<file path="src/rtl/simon_pkg.sv">
// Shared constants and helpers for the SIMON 32/64 encryption core.
// SIMON_UNROLL2_EN (optional) selects two rounds per clock in the core.
package simon_pkg;

    localparam int unsigned WORD_W     = 16;
    localparam int unsigned MAX_ROUNDS = 32;
    localparam logic [WORD_W-1:0] KEY_C = 16'hFFFC;

    // Index 0 is the leftmost bit of the published z0 sequence.
    localparam logic [0:61] Z0 = 62'b11111010001001010110000111001101111101000100101011000011100110;

    typedef logic [1:0] state_t;
    localparam state_t IDLE = 2'd0;
    localparam state_t RUN  = 2'd1;
    localparam state_t DONE = 2'd2;

    function automatic logic z0_bit(input logic [5:0] idx);
        return Z0[idx];
    endfunction

endpackage

</file>
<file path="src/rtl/simon_round.sv">
// One combinational SIMON 32/64 round plus one step of the on-the-fly key schedule.
module simon_round
    import simon_pkg::*;
(
    input  logic [WORD_W-1:0] x,
    input  logic [WORD_W-1:0] y,
    input  logic [WORD_W-1:0] kr0,
    input  logic [WORD_W-1:0] kr1,
    input  logic [WORD_W-1:0] kr2,
    input  logic [WORD_W-1:0] kr3,
    input  logic              z,
    output logic [WORD_W-1:0] x_next,
    output logic [WORD_W-1:0] y_next,
    output logic [WORD_W-1:0] kr0_next,
    output logic [WORD_W-1:0] kr1_next,
    output logic [WORD_W-1:0] kr2_next,
    output logic [WORD_W-1:0] kr3_next
);

    logic [WORD_W-1:0] f_x;
    logic [WORD_W-1:0] tmp_a;
    logic [WORD_W-1:0] tmp_b;

    assign f_x    = ({x[14:0], x[15]} & {x[7:0], x[15:8]}) ^ {x[13:0], x[15:14]};
    assign x_next = y ^ f_x ^ kr0;
    assign y_next = x;

    assign tmp_a = {kr3[2:0], kr3[15:3]} ^ kr1;
    assign tmp_b = tmp_a ^ {tmp_a[0], tmp_a[15:1]};

    assign kr0_next = kr1;
    assign kr1_next = kr2;
    assign kr2_next = kr3;
    assign kr3_next = kr0 ^ KEY_C ^ {15'b0, z} ^ tmp_b;

endmodule

</file>
<file path="src/rtl/simon32_encrypt_core.sv">
// Iterative SIMON 32/64 encryption core, key schedule expanded on the fly.
// Define SIMON_UNROLL2_EN to chain two rounds per clock (ROUNDS must then be even).
module simon32_encrypt_core
    import simon_pkg::*;
#(
    parameter int unsigned ROUNDS = 32
) (
    input  logic        clk,
    input  logic        reset,
    input  logic        load,
    input  logic [31:0] data_in,
    input  logic [63:0] key_in,
    output logic [31:0] cipher,
    output logic        valid,
    output logic        busy
);

    localparam int unsigned RND_W = 6;
`ifdef SIMON_UNROLL2_EN
    localparam int unsigned STEP = 2;
`else
    localparam int unsigned STEP = 1;
`endif
    localparam logic [RND_W-1:0] LAST_RND = RND_W'(ROUNDS - STEP);

    state_t            state_q, state_d;
    logic [RND_W-1:0]  rnd_q, rnd_d;
    logic [WORD_W-1:0] x_q, x_d, y_q, y_d;
    logic [WORD_W-1:0] kr0_q, kr0_d, kr1_q, kr1_d, kr2_q, kr2_d, kr3_q, kr3_d;
    logic [31:0]       cipher_q, cipher_d;
    logic              valid_q, valid_d, busy_q, busy_d, load_q;
    logic              start;

    logic [WORD_W-1:0] x_nx, y_nx, kr0_nx, kr1_nx, kr2_nx, kr3_nx;

`ifdef SIMON_UNROLL2_EN
    logic [WORD_W-1:0] x_m, y_m, kr0_m, kr1_m, kr2_m, kr3_m;

    simon_round u_round0 (
        .x(x_q), .y(y_q), .kr0(kr0_q), .kr1(kr1_q), .kr2(kr2_q), .kr3(kr3_q),
        .z(z0_bit(rnd_q)),
        .x_next(x_m), .y_next(y_m),
        .kr0_next(kr0_m), .kr1_next(kr1_m), .kr2_next(kr2_m), .kr3_next(kr3_m)
    );

    simon_round u_round1 (
        .x(x_m), .y(y_m), .kr0(kr0_m), .kr1(kr1_m), .kr2(kr2_m), .kr3(kr3_m),
        .z(z0_bit(rnd_q + 6'd1)),
        .x_next(x_nx), .y_next(y_nx),
        .kr0_next(kr0_nx), .kr1_next(kr1_nx), .kr2_next(kr2_nx), .kr3_next(kr3_nx)
    );
`else
    simon_round u_round0 (
        .x(x_q), .y(y_q), .kr0(kr0_q), .kr1(kr1_q), .kr2(kr2_q), .kr3(kr3_q),
        .z(z0_bit(rnd_q)),
        .x_next(x_nx), .y_next(y_nx),
        .kr0_next(kr0_nx), .kr1_next(kr1_nx), .kr2_next(kr2_nx), .kr3_next(kr3_nx)
    );
`endif

    // Only a rising edge of load starts work, so a multi-cycle strobe runs once.
    assign start = load & ~load_q;

    always_comb begin
        state_d  = state_q;
        rnd_d    = rnd_q;
        x_d      = x_q;
        y_d      = y_q;
        kr0_d    = kr0_q;
        kr1_d    = kr1_q;
        kr2_d    = kr2_q;
        kr3_d    = kr3_q;
        cipher_d = cipher_q;
        valid_d  = 1'b0;
        busy_d   = busy_q;
        case (state_q)
            IDLE: begin
                if (start) begin
                    x_d     = data_in[31:16];
                    y_d     = data_in[15:0];
                    kr0_d   = key_in[15:0];
                    kr1_d   = key_in[31:16];
                    kr2_d   = key_in[47:32];
                    kr3_d   = key_in[63:48];
                    rnd_d   = '0;
                    busy_d  = 1'b1;
                    state_d = RUN;
                end
            end
            RUN: begin
                x_d   = x_nx;
                y_d   = y_nx;
                kr0_d = kr0_nx;
                kr1_d = kr1_nx;
                kr2_d = kr2_nx;
                kr3_d = kr3_nx;
                rnd_d = rnd_q + RND_W'(STEP);
                if (rnd_q == LAST_RND) begin
                    cipher_d = {x_nx, y_nx};
                    valid_d  = 1'b1;
                    state_d  = DONE;
                end
            end
            DONE: begin
                busy_d  = 1'b0;
                state_d = IDLE;
            end
            default: state_d = IDLE;
        endcase
    end

    always_ff @(posedge clk or posedge reset) begin
        if (reset) begin
            state_q  <= IDLE;
            rnd_q    <= '0;
            x_q      <= '0;
            y_q      <= '0;
            kr0_q    <= '0;
            kr1_q    <= '0;
            kr2_q    <= '0;
            kr3_q    <= '0;
            cipher_q <= '0;
            valid_q  <= 1'b0;
            busy_q   <= 1'b0;
            load_q   <= 1'b0;
        end else begin
            state_q  <= state_d;
            rnd_q    <= rnd_d;
            x_q      <= x_d;
            y_q      <= y_d;
            kr0_q    <= kr0_d;
            kr1_q    <= kr1_d;
            kr2_q    <= kr2_d;
            kr3_q    <= kr3_d;
            cipher_q <= cipher_d;
            valid_q  <= valid_d;
            busy_q   <= busy_d;
            load_q   <= load;
        end
    end

    assign cipher = cipher_q;
    assign valid  = valid_q;
    assign busy   = busy_q;

endmodule
</file>
<file path="config.mk">
export PLATFORM = sky130hd
export DESIGN_NAME = simon32_encrypt_core
export DESIGN_NICKNAME = d
export VERILOG_FILES = /design/src/rtl/simon_pkg.sv /design/src/rtl/simon_round.sv /design/src/rtl/simon32_encrypt_core.sv
export SDC_FILE = /design/constraint.sdc
export NUM_CORES = 1
export LEC_CHECK = 0
export CELL_PAD_IN_SITES_DETAIL_PLACEMENT = 0
export CELL_PAD_IN_SITES_GLOBAL_PLACEMENT = 1
export CORE_ASPECT_RATIO = 0.8
export CORE_MARGIN = 4
export CORE_UTILIZATION = 34
export DETAILED_ROUTE_END_ITERATION = 12
export PLACE_DENSITY_LB_ADDON = 0.1
export SLEW_MARGIN = 10
export SYNTH_ARGS = -nofsm -noshare
export SYNTH_HDL_FRONTEND = slang
export SYNTH_SLANG_ARGS = --single-unit
</file>
<file path="constraint.sdc">
create_clock -name clk -period 9.85 [get_ports clk]
set_clock_uncertainty 0.1 [all_clocks]
set_input_delay 1.4775 -clock clk [delete_from_list [all_inputs] [get_ports clk]]
set_output_delay 1.4775 -clock clk [all_outputs]
set_load 0.005 [all_outputs]
</file>
==> results of run 1 <==
-- placed cells by master, fill, tap and decap left out, types with 5 or more instances in the layout --
| cell | netlist | routed |
|---|---|---|
| a21oi_1 | 17 | 17 |
| clkbuf_8 | 0 | 6 |
| buf_4 | 0 | 6 |
| clkbuf_16 | 0 | 17 |
| a22oi_1 | 96 | 96 |
| o21ai_0 | 6 | 6 |
| o21ai_1 | 34 | 34 |
| nor2_1 | 18 | 18 |
| dfrtp_1 | 139 | 139 |
| xnor2_1 | 79 | 79 |
| mux2_2 | 8 | 8 |
| ha_1 | 5 | 5 |
| clkdlybuf4s50_1 | 0 | 132 |
| xor2_1 | 19 | 19 |
| nand2_1 | 150 | 150 |
| mux2_1 | 8 | 8 |
| inv_1 | 6 | 5 |
-- Yosys cell counts (all sizes together), types with 5 or more instances --
| cell type | number |
|---|---|
| buf | 18 |
| a21oi | 17 |
| mux2 | 16 |
| clkbuf | 23 |
| o21ai | 40 |
| inv | 6 |
| ha | 5 |
| nand2 | 150 |
| dfrtp | 139 |
| xor2 | 19 |
| xnor2 | 79 |
| nor2 | 19 |
| a22oi | 96 |
-- critical path: cells and delay by family --
family | cells | cell delay, ps
buf+inv | 3 | 1780
compound gates | 2 | 370
simple gates | 2 | 460
-- layer usage --
metal | track usage [%] | wire [µm]
met1 | 25.39 | 8860
met3 | 3.831 | 942
met4 | 5.030 | 129
met5 | 0 | 0
met2 | 27.74 | 8873
-- area by class of cell --
type                       count  share of cell area [%]
multi-input combinational    465                   33.95
timing repair buffer         138                   15.57
clock inverter                 6                  0.9410
inverter                       6                  0.3137
tap                          258                   3.678
clock buffer                  26                   5.917
sequential                   139                   39.64
-- registers in the layout, indices dropped and copies added (netlist names) --
register,flops
state_q,2
y_q,16
busy,1
rnd_q,6
kr3_q,16
kr0_q,16
load_q,1
x_q,16
valid,1
kr2_q,16
cipher,32
kr1_q,16
-- how the worst max path moves through the flow --
stage               cells past startpoint  start  slack, ps  endpoint
detailed placement                      7   load       5410  kr3_q[1]
CTS                                     7   load       5860  kr3_q[1]
floorplan                               1  reset       4550      busy
global placement                        7   load       5510    x_q[0]
finish                                  7   load       5830  kr3_q[1]
global route                            7   load       5640  kr3_q[0]
-- stage by stage --
stage                     utilization, %  total power (W)  hold WS (ps)
after floorplan                        -         0.002164         346.3
after global placement             42.83         0.002629         359.4
after detailed placement           42.83         0.002661         362.6
after CTS                          45.98         0.003328         376.9
after global routing               45.98         0.003538         402.9
final                              45.98         0.003278         374.0
-- where the power goes --
part           internal (W)  total, W  switching, W
clock              0.000412  0.000653      0.000240
sequential         0.000868   0.00118      0.000312
combinational      0.000782   0.00145      0.000664
total               0.00206   0.00328       0.00122
-- kinds of logic (layout without fill, tap and decap cells) --
logic type	Yosys count	count (layout)
xor gates and xnor gates	98	98
and+or+nand+nor	184	184
AOI/OAI and AO/OA	159	159
buffers and inverters	47	176
muxes	19	19
DFF	139	139
adders and majority gates	5	5
==> impl_metrics.yaml, run 1 <==
clock_network:
  htree_num_levels: 4
  clockRootBuffer: "clkbuf_16"
  post_cts_buffers: 0
  cts_buffers: 17
  clk_latency_ps: 420
  cts.clk_slew.worst_paths_ps: 60
  clk_path_buf_depth: 2
  cts-resized-gates: 0
  cts.sinks: 139
  cts_tree: "done"
  cts_hold_buffers: 0
global_routing:
  grt_pass1_wl_mm: 30.17
  grt_util_all_layers_pct: 17.92
  grt_overflow: 0
  grt_pass1_vias: 5310
  antenna_found_initial: 0
  grt_start_max_net_pins: 98
yosys:
  synth_nets: 755
  synth_cell_types: 36
  synth_top_family_by_area: "compound AO/OA/AOI/OAI gates"
  synth-simple-area-share_pct: 11.45
  seq_area_frac_synth_pct: 52.37
  syn_area_mm2: 0.006641
  ys_ff_latch: 139
  syn_area_per_cell_um2: 10.20
  synthCells: 651
  async_flop_share_pct: 100.0
  synth_top_area_cell: "dfrtp_1"
  synth_xor_area_share_pct: 12.92
  yosysWarnings: 0
  yosys_most_used_dff: "dfrtp_1"
  synth_top_area_share_pct: 52.37
  synth_edf_count: 0
  synth_fa_ha_area_share_pct: 0.9420
  synth.mux.area_fraction_pct: 3.353
  synth_area_leaders: "dfrtp_1, a22oi_1, xnor2_1"
  synth-compound-area-share_pct: 15.90
detailed_routing:
  dr.pass1.iters: 5
  num_vias: 5152
  drt-initial-drc-count: 346
  drc: 0
  via_per_inst: 4.963
  drt_wl_total_mm: 18.81
  wl_per_cell_um: 18.12
  postRouteAntennaNets: 0
final_layout:
  layout-drive-gt1-share_pct: 6.667
  multiInputGateArea_mm2: 0.002979
  nFillCells: 1868
  seq_area_mm2: 0.003478
  areaGrowthSynthToFinish_pct: 32.14
  layout.cells.non_filler: 1038
  nets: 871
  stdcell_area_mm2: 0.008776
  diodes: 0
worst_setup_path:
  reg2reg_from: "state_q[0]"
  reg2reg_slack_ps: 6840
  worstSetupEndpointType: "register"
  r2r-end: "kr3_q[1]"
  ff2ff_path_depth: 6
  cpMostUsedCell: "buf_4"
  cp_cell_sequence: "clkdlybuf4s50_1, nor4b_4, buf_4, nor2_4, buf_4, a22oi_1, o21ai_1"
  path_max_fanout: 97
  cp_slowest_cell: "buf_4"
  crit_type: "primary input to register"
  crit_path_start_kind: "primary input"
  arrival_ps: 4210
  cpPeakStageDelay_ps: 790
  cp_data_required_time_ps: 10040
sta:
  layout_min_cycle_time_ps: 4025
  fmaxAchievable_ghz: 0.2485
  finalSetupTns_ps: 0
  rsz0062_at_grt: "false"
  timing.final.crit_share_pct: 40.86
  finalSetupViolations: 0
  fin_ws_ps: 5825
  tightest_slew_ps: 1072
  slew_violations: 0
  hold_viol_final: 0
  relSlewSlack_pct: 28.51
floorplan:
  core_mm2: 0.01909
  initial_core_util_pct: 34.80
  rows: 45
  dieWidth_um: 164.3
  die-height_um: 133.0
  io_pins: 133
  die-area_mm2: 0.02185
power:
  p_per_area_mw_per_mm2: 373.5
  cellLeakagePower_nw: 3.612
  vdd_drop_max_mv: 0.1102
worst_hold_path:
  hp-start: "kr2_q[6]"
  holdPathEnd: "kr2_q[6]"
  hold_class: "register to register"
  whs_path_depth: 2
placed_design:
  io_buffer_count: 132
  place_hpwl_mm: 12.80
  gp_congestion: 0.7666
  place_inst: 1006
  placed_area_mm2: 0.008174
  post-place-ws_ps: 5407
job:
  cap_violations: 0
run_status:
  status: "finished clean"
Note: power is estimated with default switching activity, not from simulation.
==> run 2: changes to the inputs <==
Clock period 9.85 ns to 3.62 ns, I/O delays scaled along.
==> run 2 against run 1 <==
Net effect:
- clock-buffer cell count fell by 8
- clock power rose to 3.1 times the previous value
- final cell count increased by 0.29%
- register-to-register slack lost 5500 ps
- setup slack lost 4500 ps
- via count up 1.6%
- largest cell class unchanged
- largest power group unchanged
==> impl_metrics.yaml, run 2 (synthesized netlist as in run 1, its figures left out) <==
power:
  p_sw_w: 0.003398
  power_frac_clock_pct: 21.8
  p_comb_share_pct: 43.2
  p_int_w: 0.005799
  cellLeakagePower_nw: 3.657
  vdd_drop_max_mv: 0.3332
  total_power_w: 0.009197
  p_per_area_mw_per_mm2: 1031
  power_frac_seq_pct: 35.0
  swShare_pct: 36.94
sta:
  rsz0062_at_grt: "false"
  finalSetupTns_ps: 0
  finalSetupViolations: 0
  hold_viol_final: 0
  fmaxAchievable_ghz: 0.4333
  layout_min_cycle_time_ps: 2308
  tightest_slew_ps: 792.1
  slew_violations: 0
  timing.final.crit_share_pct: 63.75
  fin_ws_ps: 1312
  relSlewSlack_pct: 47.20
worst_hold_path:
  hp-start: "kr2_q[10]"
  holdPathEnd: "kr2_q[10]"
  whs_path_depth: 2
  hold_class: "register to register"
global_routing:
  grt_pass1_wl_mm: 30.54
  grt_overflow: 0
  grt_pass1_vias: 5330
  antenna_found_initial: 0
  grt_start_max_net_pins: 97
  grt_util_all_layers_pct: 18.16
worst_setup_path:
  r2r-end: "cipher[14]"
  reg2reg_slack_ps: 1310
  crit_path_start_kind: "register"
  path_max_fanout: 49
  worstSetupEndpointType: "register"
  arrival_ps: 2510
  crit_type: "register to register"
  reg2reg_from: "rnd_q[0]"
  cp_data_required_time_ps: 3820
  ff2ff_path_depth: 5
job:
  cap_violations: 0
detailed_routing:
  postRouteAntennaNets: 0
  dr.pass1.iters: 5
  drc: 0
  via_per_inst: 5.031
  wl_per_cell_um: 18.42
  drt_wl_total_mm: 19.17
  num_vias: 5237
  drt-initial-drc-count: 423
final_layout:
  layout-drive-gt1-share_pct: 7.280
  diodes: 0
  layout.cells.non_filler: 1041
  areaGrowthSynthToFinish_pct: 34.27
  nFillCells: 1809
  nets: 874
  layout_commonest_cell: "nand2_1"
  mostFrequentLayoutCells: "nand2_1, dfrtp_1, clkdlybuf4s50_1"
  largest_reg_flops: 32
  postLayoutCoreUtil_pct: 46.72
floorplan:
  die-height_um: 133.0
  io_pins: 133
  dieWidth_um: 164.3
  die-area_mm2: 0.02185
  core_mm2: 0.01909
  rows: 45
  initial_core_util_pct: 34.80
clock_network:
  cts_hold_buffers: 0
  cts_buffers: 17
  clk_path_buf_depth: 2
  cts_tree: "done"
  clk_latency_ps: 430
  cts-resized-gates: 0
  post_cts_buffers: 0
  clockRootBuffer: "clkbuf_16"
  htree_num_levels: 4
  cts.sinks: 139
  cts.clk_slew.worst_paths_ps: 70
placed_design:
  io_buffer_count: 132
  post-place-ws_ps: 1158
  gp_congestion: 0.7620
  place_hpwl_mm: 13.15
  place_inst: 1009
run_status:
  status: "finished clean"
run 2: worst max-delay path by stage:
| stage | start | to | slack [ps] |
|---|---|---|---|
| CTS | rnd_q[0] | cipher[7] | 1290 |
| global placement | load | kr3_q[15] | 1190 |
| floorplan | reset | busy | 1240 |
| detailed placement | load | kr3_q[0] | 1160 |
| global route | rnd_q[0] | cipher[13] | 1140 |
| finish | rnd_q[0] | cipher[14] | 1310 |
run 2: power groups by stage:
stage	registers (W)	logic, W	clock network [W]
finish	0.00322	0.00397	0.00200
global route	0.00333	0.00443	0.00212
CTS	0.00323	0.00404	0.00205
detailed placement	0.00325	0.00401	0
global placement	0.00323	0.00395	0
floorplan	0.00294	0.00295	0
run 2: routing by layer:
metal  wire (µm)  share of wire [%]  global-route usage, %  up-vias
met4         129               0.67                  3.912        0
met1        9103                 47                  26.07     2602
met3        1095                5.7                  4.609       10
li1            -                  -                      -     2488
met5           0                  0                      0        -
met2        8843                 46                  27.77      137
run 2: stage by stage:
step | instance area (µm²) | hold slack (ps)
floorplan | 6645 | 346.3
finish | 8917 | 375.7
global placement | 8245 | 358.4
CTS | 8917 | 379.8
detailed placement | 8245 | 362.8
global route | 8917 | 400.8
run 2: critical path, stage by stage (launching register included):
cell and delay [ps]:
dfrtp_1 530, ha_1 290, nand4_1 220, nor3_4 170, buf_4 460, mux2_2 390
run 2: layout make-up:
| type | count | area, µm² | share of cell area [%] |
|---|---|---|---|
| Inverter | 6 | 26.28 | 0.2947 |
| Clock buffer | 18 | 429.2 | 4.813 |
| Timing Repair Buffer | 141 | 1439 | 16.14 |
| Multi-Input combinational cell | 465 | 2979 | 33.41 |
| Sequential cell | 139 | 3478 | 39.01 |
| Tap cell | 258 | 322.8 | 3.620 |
| Clock inverter | 14 | 242.7 | 2.722 |
